## src/rtl/debug_trace_buffer.sv

```systemverilog
// Circular trace buffer for writeback-stage debug events; captures register and
// memory writes while armed, then drains them oldest-first over valid/ready.
module debug_trace_buffer #(
    parameter  int DEPTH = 16,
    localparam int CW    = $clog2(DEPTH) + 1
) (
    input  logic          clk,
    input  logic          reset,
    input  logic          enable_debug,
    input  logic          freeze,
    input  logic [6:0]    opcodeWb,
    input  logic [8:0]    PC_Dout,
    input  logic [4:0]    reg_num_Dout,
    input  logic          reg_write_sig_Dout,
    input  logic [31:0]   WB_Data_Dout,
    input  logic          wr_Dout,
    input  logic [31:0]   wr_data_Dout,
    output logic          out_valid,
    input  logic          out_ready,
    output logic [53:0]   out_entry,
    output logic [CW-1:0] count,
    output logic          overflow,
    output logic          busy
);

    localparam int            PW   = $clog2(DEPTH);
    localparam logic [CW-1:0] FULL = CW'(DEPTH);

    typedef enum logic [1:0] {IDLE, CAPTURE, DRAIN} state_t;

    state_t        state, state_nxt;
    logic [PW-1:0] wr_ptr, rd_ptr;
    logic [CW-1:0] count_q;
    logic          overflow_q;
    logic [53:0]   mem [DEPTH];

    logic          capture_event;
    logic          pop;
    logic          arm;
    logic [53:0]   new_entry;

    assign capture_event = (state == CAPTURE) && (reg_write_sig_Dout || wr_Dout);
    assign pop           = out_valid && out_ready;
    assign arm           = (state == IDLE) && (state_nxt == CAPTURE);

    // A register write wins over a simultaneous memory write.
    assign new_entry = reg_write_sig_Dout
        ? {1'b0, opcodeWb, PC_Dout, reg_num_Dout, WB_Data_Dout}
        : {1'b1, opcodeWb, PC_Dout, 5'd0, wr_data_Dout};

    always_ff @(posedge clk or posedge reset) begin
        if (reset) state <= IDLE;
        else       state <= state_nxt;
    end

    always_comb begin
        state_nxt = state;
        case (state)
            IDLE:    if (enable_debug && !freeze) state_nxt = CAPTURE;
            CAPTURE: if (freeze || !enable_debug) state_nxt = DRAIN;
            DRAIN:   if ((count_q == '0) || ((count_q == CW'(1)) && pop)) state_nxt = IDLE;
            default: state_nxt = IDLE;
        endcase
    end

    always_ff @(posedge clk or posedge reset) begin
        if (reset) begin
            wr_ptr     <= '0;
            rd_ptr     <= '0;
            count_q    <= '0;
            overflow_q <= 1'b0;
        end else if (arm) begin
            wr_ptr     <= '0;
            rd_ptr     <= '0;
            count_q    <= '0;
            overflow_q <= 1'b0;
        end else if (capture_event) begin
            wr_ptr <= wr_ptr + 1'b1;
            // When full the oldest entry is overwritten, so the read side advances too.
            if (count_q == FULL) begin
                rd_ptr     <= rd_ptr + 1'b1;
                overflow_q <= 1'b1;
            end else begin
                count_q <= count_q + 1'b1;
            end
        end else if (pop) begin
            rd_ptr  <= rd_ptr + 1'b1;
            count_q <= count_q - 1'b1;
        end
    end

    // Storage array carries data only and is deliberately left unreset.
    always_ff @(posedge clk) begin
        if (capture_event) mem[wr_ptr] <= new_entry;
    end

    assign out_valid = (state == DRAIN) && (count_q != '0);
    assign out_entry = mem[rd_ptr];
    assign count     = count_q;
    assign overflow  = overflow_q;
    assign busy      = (state != IDLE);

endmodule

```

## config.mk

```make
export PLATFORM = sky130hd
export DESIGN_NAME = debug_trace_buffer
export DESIGN_NICKNAME = d
export VERILOG_FILES = /design/src/rtl/debug_trace_buffer.sv
export SDC_FILE = /design/constraint.sdc
export NUM_CORES = 1
export LEC_CHECK = 0
export ABC_AREA = 1
export CORE_ASPECT_RATIO = 0.9
export CORE_MARGIN = 2
export CORE_UTILIZATION = 61
export DETAILED_ROUTE_END_ITERATION = 16
export PLACE_DENSITY_LB_ADDON = 0.12
export RECOVER_POWER = 50
export SYNTH_ARGS = -nofsm -noshare
export SYNTH_HDL_FRONTEND = slang
export SYNTH_SLANG_ARGS = --single-unit
```

## constraint.sdc

```tcl
create_clock -name clk -period 7.1 [get_ports clk]
set_input_delay 2.13 -clock clk [delete_from_list [all_inputs] [get_ports clk]]
set_output_delay 2.13 -clock clk [all_outputs]
set_load 0.03 [all_outputs]
```

* Word level (Yosys, flattened, before mapping)
Memories as Yosys holds them, arrays and structs flattened.
Index checks and enable logic that the tools add are counted.
** Storage, ports and cells
- Register bits after elaboration :: 16
- RAM bits :: 864
- Output and inout bits :: 62
- Memories :: 1
** Operators by class
- Add/subtract/negate cells :: 4
- Eq/ne operators :: 7
- Multiplexer cells :: 20
- Reduce and logical (&&, ||, !) cells :: 21
** Memories
- mem :: depth 16, width 54, rd ports 1, clocked after Yosys merged registers in 0, wr ports 1, RTL line 35 : logic [53:0] mem [DEPTH];
** Operators by type and width (number)
- two-way mux 54 bit :: 1
- two-way mux 4 bit :: 6
- two-way mux 5 bit :: 4
- adder 4 x 1 -> 4 bit (second input constant) :: 2
- logical AND 1 bit :: 6
- two-way mux 2 bit :: 3
- one-hot mux 2 bit (3 select lines) :: 1
- AND reduction 2 bit :: 3
- nonzero test 2 bit :: 3
- adder 5 x 1 -> 5 bit (second input constant) :: 1
- equality test 5 x 1 -> 1 bit (second input constant) :: 1
- equality test 5 bit (second input constant) :: 1
- logical NOT 5 bit :: 1
- two-way mux 1 bit :: 5
- nonzero test 5 bit :: 1
- subtractor 5 x 1 -> 5 bit (second input constant) :: 1
- equality test 2 x 1 -> 1 bit (second input constant) :: 2
- logical OR 1 bit :: 3
- != test 3 x 1 -> 1 bit (second input constant) :: 1
- != test 3 bit (second input constant) :: 1
- nonzero test 3 bit :: 1
- equality test 2 bit (second input constant) :: 1
- logical NOT 1 bit :: 2
- logical NOT 2 bit :: 1

* Depth between registers and ports, before layout
- Depth after elaboration :: 11
- Gate-level depth with buffers :: 9
- Mapped depth without buffers :: 8

* Worst setup path after synthesis
No wires, ideal clock.
- Kind :: in2reg
- Start :: in wr_Dout
- End :: mem mem[7][0], enable pin
- Library setup time :: 0.532 ns
- Data arrival time :: 6.148 ns
- Data required time :: 6.568 ns
- Path slack :: 0.419 ns
- Stages on the path :: 4
- Buffers on the path :: 0
- Cell sequence :: nor2_1 > nor2_1 > inv_1 > nor3_1
** On the way
- Word-level cells in the longest chain between the ends :: 4
** Ends and longest elaborated chain
- start, declared :: RTL line 16 : input logic wr_Dout,
- logical OR 1 bit :: RTL line 42 : assign capture_event = (state == CAPTURE) && (reg_write_sig_Dout || wr_Dout);
- logical AND 1 bit :: RTL line 42
- two-way mux 1 bit :: RTL line 94 : if (capture_event) mem[wr_ptr] <= new_entry;
- two-way mux 1 bit (implied by the code) :: RTL line 94
- end, declared :: RTL line 35
Every way passes these cells.

* Worst setup path after layout
- Start :: in reg_write_sig_Dout
- End :: mem mem[15][36], enable pin
** On the way
- Word-level cells in the longest chain between the ends :: 4
** Ends and longest elaborated chain
- start, declared :: RTL line 14 : input logic reg_write_sig_Dout,
- logical OR 1 bit :: RTL line 42
- logical AND 1 bit :: RTL line 42
- two-way mux 1 bit :: RTL line 94
- two-way mux 1 bit (implied by the code) :: RTL line 94
Every way passes these cells.

==> impl_metrics.tcl <==
set metrics [dict create \
    synthTopCellsByArea "edfxtp_1, o211ai_1, inv_1, nand3_1, nand2_1" \
    cts_root_buf "clkbuf_16" \
    synthAdderAreaFrac 0.003078 \
    ys_warn_count 0 \
    place.gp.congestion 0.8018 \
    met3_usage 0.04266 \
    dr.pass1.iters 6 \
    synth_edf_count 864 \
    ios 154 \
    maxSlewHeadroom -0.6806 \
    synth_top_family_by_area "compound AO/OA/AOI/OAI gates" \
    ys.flop_type "edfxtp_1" \
    seq_area_frac_synth 0.7201 \
    dp_hpwl_um 43170 \
    path_max_fanout 50 \
    wl_per_cell_um 21.56 \
    maxSlewViolCount 40 \
    overflow 0 \
    worstMarginPinSlew_ns 2.521 \
    power_density_nw_per_um2 371.8 \
    arrival_ns 6.53 \
    violations "max-capacitance violations, max-slew violations" \
    syn_area_um2 36590 \
    postCtsHoldBufs 0 \
    antenna_found_initial 0 \
    clkTransAtPathRegs_ns 0.06 \
    finalCritPeriodShare 0.8811 \
    instances_no_fill 3946 \
    cts_num_sinks 880 \
    die_w_um 262.1 \
    grt_util_all_layers 0.2781 \
    synthMuxAreaShare 0 \
    ant_nets 0 \
    drive_gt1_frac 0.05722 \
    area_growth_syn_to_layout_pct 13.16 \
    cap_violations 1 \
    synth_top_area_share 0.7092 \
    start_util 0.6143 \
    netlist_top_cells_count "edfxtp_1, inv_1, nand2_1, nand3_1, o211ai_1" \
    cts_max_level 3 \
    hold_viol 0 \
    synth_cell_type_count 27 \
    period_minus_slack_ns 6.256 \
    synth_compound_area_frac 0.1040 \
    vias_per_cell 5.868 \
    synth_cells 2996 \
    start_kind "input port" \
    cts_made_buffers 86 \
    timing.setup.tns_ns 0 \
    required_ns 7.37 \
    cts_tree "built" \
    total_power_mw 15.39 \
    clk_latency_ns 0.64 \
    placementRows 85 \
    nFillCells 4041 \
    finalClockSkew_ns 0.01740 \
    busiest_layer "met2" \
    synthSimpleGateAreaFrac 0.09610 \
    fp.dieH_um 236.3 \
    grt_util_met2 0.4469 \
    post-cts-setup-buffers 0 \
    vias 23156 \
    status "finished with violations" \
    critical_path_class "in -> reg" \
    fin_util 0.6951 \
    p_leak_nw 15.12 \
    synth_largest_area_cell "edfxtp_1" \
    ys_seq_elements 880 \
    drtIter0Drc 2599 \
    drc 0 \
    die-area_um2 61950 \
    totalWireLength_um 85060 \
    fp.coreArea_um2 59560 \
    clock_path_buffers 3 \
    port_buffers 153 \
    rsz0062_at_grt "false" \
    yosysMostFrequentCell "edfxtp_1" \
    grt_pass1_wl_um 129800 \
    synth_xor_area_frac 0.0004788 \
    setup.worst_path.end_class "flop" \
    grt_util_met1 0.4021 \
    dpl.cell_count 3786 \
    vdd_drop_max_mv 0.3015 \
    grt_max_degree 180 \
    setup_viol 0 \
    ys_async_sr_fraction 0.01818 \
    min_path_type "reg -> reg" \
    layout.nets 3192 \
    syn_nets 3097 \
    grt_pass1_vias 22005 \
    synth.avg_cell_area_um2 12.21 \
    antenna_cells 0 \
    cts_resized 0 \
    clock.fmax_mhz 159.8 \
]
## kinds of logic (layout without fill, tap and decap cells)
logic type,Yosys count,count (layout)
xor gates and xnor gates,2,2
adders and majority gates,9,9
buffers and inverters,645,812
DFF,880,880
and+or+nand+nor,817,817
AOI/OAI and AO/OA,643,643
## layer usage
metal  vias up  wire (µm)
met5         -          0
met4         0       2030
met3       169       6540
met2       960      40850
met1     11272      35640
li1      10755          -
## power by group
part | switching [mW] | total (mW) | internal [mW]
logic | 3.34 | 5.01 | 1.67
registers | 0.154 | 5.99 | 5.84
clock network | 1.91 | 4.39 | 2.48
total | 5.40 | 15.4 | 9.99
## area by class of cell
class	instances	area (µm²)	area share
multi-input cells	1471	7537	0.1821
clock inverters	49	420.4	0.01016
flip-flops and latches	880	26360	0.6367
repair buffers	194	2086	0.05038
well taps	783	979.7	0.02366
inverters	458	1722	0.04159
clock buffers	111	2296	0.05546
## final timing paths
path	startpoint	end	slack [ns]	depth (start not counted)
min in group asynchronous	reset	rd_ptr[2]$_DFFE_PP0P_	2.05	2
min reg2reg	state[1]$_DFF_PP0_	state[0]$_DFF_PP0_	0.44	1
max	reg_write_sig_Dout	mem[15][36]$_DFFE_PP_	0.84	8
min	state[1]$_DFF_PP0_	state[0]$_DFF_PP0_	0.44	1
max in group asynchronous	reset	rd_ptr[1]$_DFFE_PP0P_	4.51	2
max reg2reg	state[1]$_DFF_PP0_	mem[15][36]$_DFFE_PP_	3.77	7
## per-stage QoR
step           hold slack (ns)  setup WS (ns)  instance area (µm²)
2_1_floorplan           0.4101         0.4191                36590
3_3_place_gp            0.4207          2.064                38720
3_5_place_dp            0.4362          2.022                38720
4_1_cts                 0.4440          1.439                41440
5_1_grt                 0.4623         0.6525                41400
6_report                0.4396         0.8441                41400
## state kept, by name, indices dropped and copies added (netlist names)
name,flops
state,2
wr_ptr,4
mem,864
rd_ptr,4
count,5
overflow,1
## placed cells by master, fill, tap and decap left out, drive strengths merged
master / n
o21ai: 211
buf: 39
inv: 460
a21oi: 198
dfrtp: 16
nor3: 3
nand3: 337
clkinvlp: 2
xnor2: 1
clkdlybuf4s50: 134
nor2: 25
bufinv: 5
clkbuf: 114
nand4: 5
nor3b: 1
dlygate4sd3: 18
or2: 2
ha: 9
nand2: 444
edfxtp: 864
xor2: 1
o211ai: 234
clkinv: 40
## critical path, stage by stage
cell and delay, ns:
buf_2 0.07, clkbuf_1 1.77, nor2_1 0.06, nor2_1 0.19
clkbuf_1 0.42, inv_1 0.27, nor3_1 1.05, buf_12 0.47
Power figures use the tool's default switching activity.
